$ cat config.mk
export PLATFORM = sky130hd
export DESIGN_NAME = frame_draw_scheduler
export DESIGN_NICKNAME = d
export VERILOG_FILES = /design/src/rtl/frame_draw_scheduler.sv
export SDC_FILE = /design/constraint.sdc
export NUM_CORES = 1
export LEC_CHECK = 0
export BUFFER_PORTS_ARGS = -buffer_cell sky130_fd_sc_hd__buf_4
export CAP_MARGIN = 20
export CORE_ASPECT_RATIO = 0.6
export CORE_MARGIN = 2
export CORE_UTILIZATION = 48
export DETAILED_ROUTE_END_ITERATION = 8
export PLACE_DENSITY = 0.76
export RECOVER_POWER = 25
export SLEW_MARGIN = 10
export SYNTH_ARGS = -nofsm -noshare
export SYNTH_HDL_FRONTEND = slang
export SYNTH_SLANG_ARGS = --single-unit
export TNS_END_PERCENT = 5
$ cat constraint.sdc
create_clock -name Clk -period 3.3 [get_ports Clk]
set_input_delay 0.165 -clock Clk [delete_from_list [all_inputs] [get_ports Clk]]
set_output_delay 0.165 -clock Clk [all_outputs]
set_load 0.01 [all_outputs]
$ cat src/rtl/frame_draw_scheduler.sv
// Per-frame sequencer: clear the back buffer, run the line jobs, swap buffers on vsync.
// Also owns the single framebuffer write port, muxing clear and line pixels into one registered stream.
module frame_draw_scheduler #(
  parameter int H_RES   = 640,
  parameter int V_RES   = 480,
  parameter int IDX_W   = 8,
  parameter int COLOR_W = 8,
  parameter int ADDR_W  = 19
) (
  input  logic               Clk,
  input  logic               Reset,
  input  logic               enable,
  input  logic               vsync_pulse,
  input  logic [IDX_W-1:0]   line_count,
  output logic               clear_start,
  input  logic               clear_done,
  input  logic [9:0]         clear_x,
  input  logic [9:0]         clear_y,
  output logic               line_start,
  output logic [IDX_W-1:0]   line_idx,
  input  logic               line_done,
  input  logic               line_plot,
  input  logic [9:0]         line_x,
  input  logic [9:0]         line_y,
  input  logic [COLOR_W-1:0] line_color,
  output logic               fb_we,
  output logic [ADDR_W-1:0]  fb_addr,
  output logic [COLOR_W-1:0] fb_data,
  output logic               fb_sel,
  output logic               display_buf,
  output logic               frame_done,
  output logic               busy
);

  // A visible frame must fit inside one buffer's address space.
  if (H_RES * V_RES > (1 << ADDR_W)) begin : g_bad_geometry
    $error("frame_draw_scheduler: H_RES*V_RES exceeds 2**ADDR_W");
  end

  typedef enum logic [2:0] {
    IDLE,
    CLEAR,
    CLEAR_REL,
    LINE,
    LINE_REL,
    FLIP
  } state_t;

  state_t             state;
  logic [IDX_W-1:0]   cnt;
  logic [IDX_W-1:0]   idx;
  logic [IDX_W-1:0]   idx_nxt;

  logic               vld_p0;
  logic [9:0]         x_p0;
  logic [9:0]         y_p0;
  logic [COLOR_W-1:0] data_p0;

  logic               vld_p1;
  logic [ADDR_W-1:0]  addr_p1;
  logic [COLOR_W-1:0] data_p1;

  function automatic logic [ADDR_W-1:0] pix_addr(input logic [9:0] x, input logic [9:0] y);
    return ADDR_W'(32'(y) * 32'(H_RES) + 32'(x));
  endfunction

  assign idx_nxt = idx + 1'b1;

  always_ff @(posedge Clk) begin
    if (Reset) begin
      state       <= IDLE;
      cnt         <= '0;
      idx         <= '0;
      clear_start <= 1'b0;
      line_start  <= 1'b0;
      line_idx    <= '0;
      display_buf <= 1'b0;
      frame_done  <= 1'b0;
      busy        <= 1'b0;
    end else begin
      frame_done <= 1'b0;
      case (state)
        IDLE: begin
          if (enable && vsync_pulse) begin
            state       <= CLEAR;
            cnt         <= line_count;
            idx         <= '0;
            clear_start <= 1'b1;
            busy        <= 1'b1;
          end
        end
        CLEAR: begin
          if (clear_done) begin
            state       <= CLEAR_REL;
            clear_start <= 1'b0;
          end
        end
        CLEAR_REL: begin
          // Wait for the clear engine to drop done before handing over to the line engine.
          if (!clear_done) begin
            idx <= '0;
            if (cnt == '0) begin
              state <= FLIP;
            end else begin
              state      <= LINE;
              line_start <= 1'b1;
              line_idx   <= '0;
            end
          end
        end
        LINE: begin
          if (line_done) begin
            state      <= LINE_REL;
            line_start <= 1'b0;
          end
        end
        LINE_REL: begin
          if (!line_done) begin
            if (idx_nxt == cnt) begin
              state <= FLIP;
            end else begin
              state      <= LINE;
              idx        <= idx_nxt;
              line_idx   <= idx_nxt;
              line_start <= 1'b1;
            end
          end
        end
        FLIP: begin
          // Swap only on vsync; an overrunning frame just lands on a later one.
          if (vsync_pulse) begin
            display_buf <= ~display_buf;
            frame_done  <= 1'b1;
            if (enable) begin
              state       <= CLEAR;
              cnt         <= line_count;
              idx         <= '0;
              clear_start <= 1'b1;
            end else begin
              state <= IDLE;
              busy  <= 1'b0;
            end
          end
        end
        default: begin
          state       <= IDLE;
          clear_start <= 1'b0;
          line_start  <= 1'b0;
          busy        <= 1'b0;
        end
      endcase
    end
  end

  // Stage p0: select the pixel source for this cycle.
  always_comb begin
    vld_p0  = 1'b0;
    x_p0    = line_x;
    y_p0    = line_y;
    data_p0 = line_color;
    if (state == CLEAR && !clear_done) begin
      vld_p0  = 1'b1;
      x_p0    = clear_x;
      y_p0    = clear_y;
      data_p0 = '0;
    end else if (state == LINE && line_plot) begin
      vld_p0 = 1'b1;
    end
  end

  // Stage p1: registered framebuffer write; address/data hold while idle.
  always_ff @(posedge Clk) begin
    if (Reset) begin
      vld_p1  <= 1'b0;
      addr_p1 <= '0;
      data_p1 <= '0;
    end else begin
      vld_p1 <= vld_p0;
      if (vld_p0) begin
        addr_p1 <= pix_addr(x_p0, y_p0);
        data_p1 <= data_p0;
      end
    end
  end

  assign fb_we   = vld_p1;
  assign fb_addr = addr_p1;
  assign fb_data = data_p1;
  assign fb_sel  = ~display_buf;

endmodule
---- Yosys cells after proc, flatten, opt, wreduce, memory -nomap -nowiden ----
Cells that the tools add are included.
word-level totals
  register bits after elaboration ......... 60
  input bits .............................. 63
  output and inout port bits .............. 42
  logic and storage cells ................. 101
cells by class
  add/sub/neg operators ................... 2
  multipliers ............................. 1
  eq/ne operators ......................... 16
  muxes and demuxes ....................... 44
  bitwise operators ....................... 5
  reduce and logical (&&, ||, !) cells .... 21
operator list
  kind                                                count
  two-way mux 8 bit                                   12
  one-hot mux 8 bit (2 select lines)                  2
  one-hot mux 8 bit (4 select lines)                  1
  two-way mux 3 bit                                   8
  two-way mux 10 bit                                  2
  != test 2 bit, second input constant                10
  adder 19 x 10 -> 19 bit                             1
  one-hot mux 3 bit (6 select lines)                  1
  two-way mux 1 bit                                   15
  multiplier 10 x 3 -> 12 bit, second input constant  1
  AND reduction 6 bit                                 2
  AND reduction 5 bit                                 2
  adder 8 x 1 -> 8 bit, second input constant         1
  == test 8 bit                                       1
  logical NOT 8 bit                                   1
  one-hot mux 1 bit (4 select lines)                  2
  AND reduction 4 bit                                 2
  AND reduction 7 bit                                 1
  == test 3 x 2 -> 1 bit, second input constant       2
  == test 3 bit, second input constant                2
  OR reduction 3 bit                                  2
  NOT 1 bit                                           5
  nonzero test 2 bit                                  2
  nonzero test 4 bit                                  1
  other kinds (8)                                     10

---- Longest topological paths before layout ----
  depth in word-level cells ............... 5
  mapped depth ............................ 18
  mapped depth without buffers ............ 16

---- Worst setup path after synthesis ----
Ideal clock, no wire load.
  path kind ............................... flip-flop to flip-flop
  from .................................... register state[2]
  to ...................................... register addr_p1[18], in the netlist fb_addr[18]
  library setup time ...................... 114 ps
  arrival time ............................ 3414 ps
  data required time ...................... 3186 ps
  setup slack ............................. -228 ps
  cell stages (with the launch flop) ...... 17
  path buffers ............................ 2
  period minus slack after synthesis ...... 3528 ps
  cell sequence ........................... dfxtp_1 > inv_1 > nand2_1 > nor3_1 > buf_2 > clkbuf_1 > nand2_1 > nand2_1 > ha_1 > ha_1 > inv_1 > fa_1 > nor3b_1 > nor2b_1 > and4b_1 > xor2_1 > a21o_1
on the way
  cells in the longest elaborated chain, start to end .. 5
  elaborated cells between the ends (all ways) .. 10
  classes of those cells .................. add/sub (1); mul (1); eq/ne (2); mux (4); reduce/logical (2)
RTL lines
  element                      RTL line  text
  start, declared              49        state_t state;
  start signal, assigned       71        state <= IDLE;
  start signal, assigned       85        state <= CLEAR;
  start signal, assigned       94        state <= CLEAR_REL;
  == test 3 x 1 -> 1 bit       161       if (state == CLEAR && !clear_done) begin
  logical AND 1 bit            161
  two-way mux 10 bit           161
  multiplier 10 x 3 -> 12 bit  64        return ADDR_W'(32'(y) * 32'(H_RES) + 32'(x));
  adder 19 x 10 -> 19 bit      64
  end signal, assigned         180       addr_p1 <= pix_addr(x_p0, y_p0);
  end, declared                60        logic [ADDR_W-1:0] addr_p1;
Several ways; a longest one is shown, not always the timed one.
A chain may end at the register's enable or synchronous reset.

---- Worst setup path in the final report ----
  from .................................... register state[2]
  to ...................................... register addr_p1[17], in the netlist fb_addr[17]
The elaborated chain is that of the path after synthesis.

==> qor.yml <==
worst_path_max_delay_cell: "mux2i_2"
rows: 24
cts_root_buf: "clkbuf_16"
crit_chain: "inv_2, nand2_4, nor3_4, mux2i_2, buf_4, xor2_1, ha_1, a21o_1, a221oi_2, xnor2_1, and3_1, nand3_1, xnor2_1, a211oi_2"
cpMostUsedCell: "xnor2_1"
wl_per_cell_um: 15.8
crit_required_ns: 3.53
numCtsBuffers: 9
ys_top_cells_by_count: "nand2_1 (70), dfxtp_1 (60), a21oi_1 (50), nor2_1 (48), o21ai_0 (20)"
synth-edff-count: 0
start_kind: "register"
max_slew_margin: 0.384
r2r_cells: 14
dp_hpwl_um: 8010
grt_first_pass_wirelength_um: 17700
viasPerCell: 5.47
h-tree-depth: 3
antenna_found_initial: 0
yosysSeqAreaShare: 0.326
endpoint_kind: "register"
fp.dieW_um: 117
cts-root-to-sink-buffers: 2
hold_class: "primary input to register"
drc: 0
cpPeakStageDelay_ns: 0.34
rsz0062_at_grt: "true"
synth_top_area_share: 0.326
ir_worst_vdd_v: 0.000354
syn_avg_cell_area_um2: 7.99
synth_cell_types: 54
synth_area_leaders: "dfxtp_1 (33%), nand2_1 (7.1%), a21oi_1 (6.8%)"
worstSetupPathType: "register to register"
core_um2: 7360
die_y_um: 71.9
hold_ws_ns: 0.0648
grt_pass1_vias: 3585
dr_total_vias: 3784
port_buffers: 104
multi_input_area_um2: 2450
grt_max_degree: 64
antennaDiodeCount: 0
cap_violations: 0
ys_ff_latch: 60
drt_wl_total_um: 10900
ios: 105
synth_most_common_cell: "nand2_1"
insertion_delay_ns: 0.33
yosys_warnings: 0
worstMarginPinSlew_ns: 0.922
gp_congestion: 0.958
fmaxAchievable_mhz: 309
path_max_fanout: 5
path_clk_slew_ns: 0.05
p_leak_nw: 2.10
period_share: 0.982
drive_above_1_share: 0.276
synthCells: 461
setup_viol: 0
drt_iter0_drc: 265
first_pass_iters: 4
gr-total-overflow: 0
ant_nets: 0
yosys_most_used_dff: "dfxtp_1"
timing_hold_violations_final: 0
nNetsFinal: 666
cp.arrival_ns: 3.47
start_util: 0.501
async_reset_ff_frac: 0
min_period_ns: 3.24
grt_usage: 0.271
cts_tree: "yes"
yosys.area.top_type: "dfxtp_1"
register_area_um2: 1200
ctsHoldBuffers: 0
cts_sinks: 60
maxSlewViolCount: 0
syn_to_final_growth_pct: 37.2
die-area_um2: 8410
holdPathStages: 3
post-route-util: 0.687
fin_skew_ns: 0.00750
syn_area_um2: 3680
outcome: "finished clean"
synth_nets: 542
fillers: 633
powerDensity_nw_per_um2: 688
[final timing paths]
path / startpoint / endpoint / slack (ns)
min: clear_x[2] / fb_addr[2]$_SDFFE_PP0P_ / 0.06
max: state[2]$_SDFFE_PP0P_ / fb_addr[17]$_SDFFE_PP0P_ / 0.06
min reg2reg: fb_addr[7]$_SDFFE_PP0P_ / fb_addr[7]$_SDFFE_PP0P_ / 0.46
max reg2reg: state[2]$_SDFFE_PP0P_ / fb_addr[17]$_SDFFE_PP0P_ / 0.06
[flip-flops by register name, indices dropped and copies added, names as in the netlist, 3 cells and up]
signal / flops
cnt: 8
fb_addr: 19
fb_data: 8
idx: 8
line_idx: 8
state: 3
[logic make-up (layout without fill, tap and decap cells)]
| kind of cell | Yosys count | after routing | share of synthesized area |
|---|---|---|---|
| multiplexers | 15 | 15 | 0.0408 |
| buffers and inverters | 37 | 164 | 0.0425 |
| AND/OR/NAND/NOR | 185 | 185 | 0.240 |
| XOR/XNOR | 37 | 37 | 0.0995 |
| AO/OA/AOI/OAI | 108 | 108 | 0.183 |
| flip-flops | 60 | 60 | 0.326 |
| adder cells (fa/ha/maj) | 19 | 19 | 0.0679 |
[cell usage in the layout, fill, tap and decap left out, types with 5 or more instances in the layout]
cell type,synthesis,routed
a21oi_1,50,49
ha_1,16,14
and3_1,5,5
nand3_1,18,18
mux2i_1,15,11
nor2_1,48,48
clkbuf_16,0,9
a211oi_1,7,6
dfxtp_1,60,58
nand3b_1,8,8
nand2_1,70,69
xnor2_1,16,15
buf_4,0,109
o21ai_0,20,20
o31ai_1,10,9
nor2b_1,6,5
xor2_1,18,18
inv_1,15,14
clkbuf_1,12,24
[area by class of cell]
cell class / count / area share
Multi-Input combinational cell: 364 / 0.484
Sequential cell: 60 / 0.238
Timing Repair Buffer: 135 / 0.186
Clock buffer: 12 / 0.0527
Tap cell: 104 / 0.0258
Inverter: 15 / 0.0111
Clock inverter: 2 / 0.00198
[per-stage QoR]
| stage | cell area (µm²) | worst slack, ns | total power, mW | TNS, ns | std cells |
|---|---|---|---|---|---|
| 4_1_cts | 5020 | 0.0351 | 3.38 | 0 | 684 |
| 3_5_place_dp | 4680 | -0.0544 | 2.42 | -0.0890 | 666 |
| 5_1_grt | 5050 | -0.126 | 3.69 | -0.356 | 692 |
| 6_report | 5050 | 0.0598 | 3.48 | 0 | 692 |
| 3_3_place_gp | 4680 | 0.0659 | 2.37 | 0 | 666 |
| 2_1_floorplan | 3740 | 0.00261 | 1.92 | 0 | 461 |
[repair_timing]
item	CTS	global route
setup endpoints to repair	2	5
hold endpoints to repair	0	0
setup buffers	4	8
gates resized for setup	9	9
pin swaps	7	10
[metal layers]
layer | track usage | vias up | wire length (µm)
li1 | - | 1860 | -
met5 | 0 | - | 0
met4 | 0.0824 | 0 | 176
met1 | 0.380 | 1737 | 5220
met2 | 0.386 | 168 | 4560
met3 | 0.102 | 19 | 973
[critical path: cells and delay by family (launching register included)]
kind	cells	cell delay [ns]
xor+xnor	3	0.51
mux	1	0.34
flops	1	0.32
fa+ha+maj	1	0.30
compound gates	3	0.74
buf+inv	2	0.24
simple gates	4	0.70
[power by group]
part | internal (mW) | leakage, nW | switching (mW)
Combinational | 0.781 | 1.47 | 0.931
Sequential | 0.825 | 0.487 | 0.0690
Clock | 0.557 | 0.140 | 0.314
Total | 2.16 | 2.10 | 1.31
(Power assumes the default switching activity.)
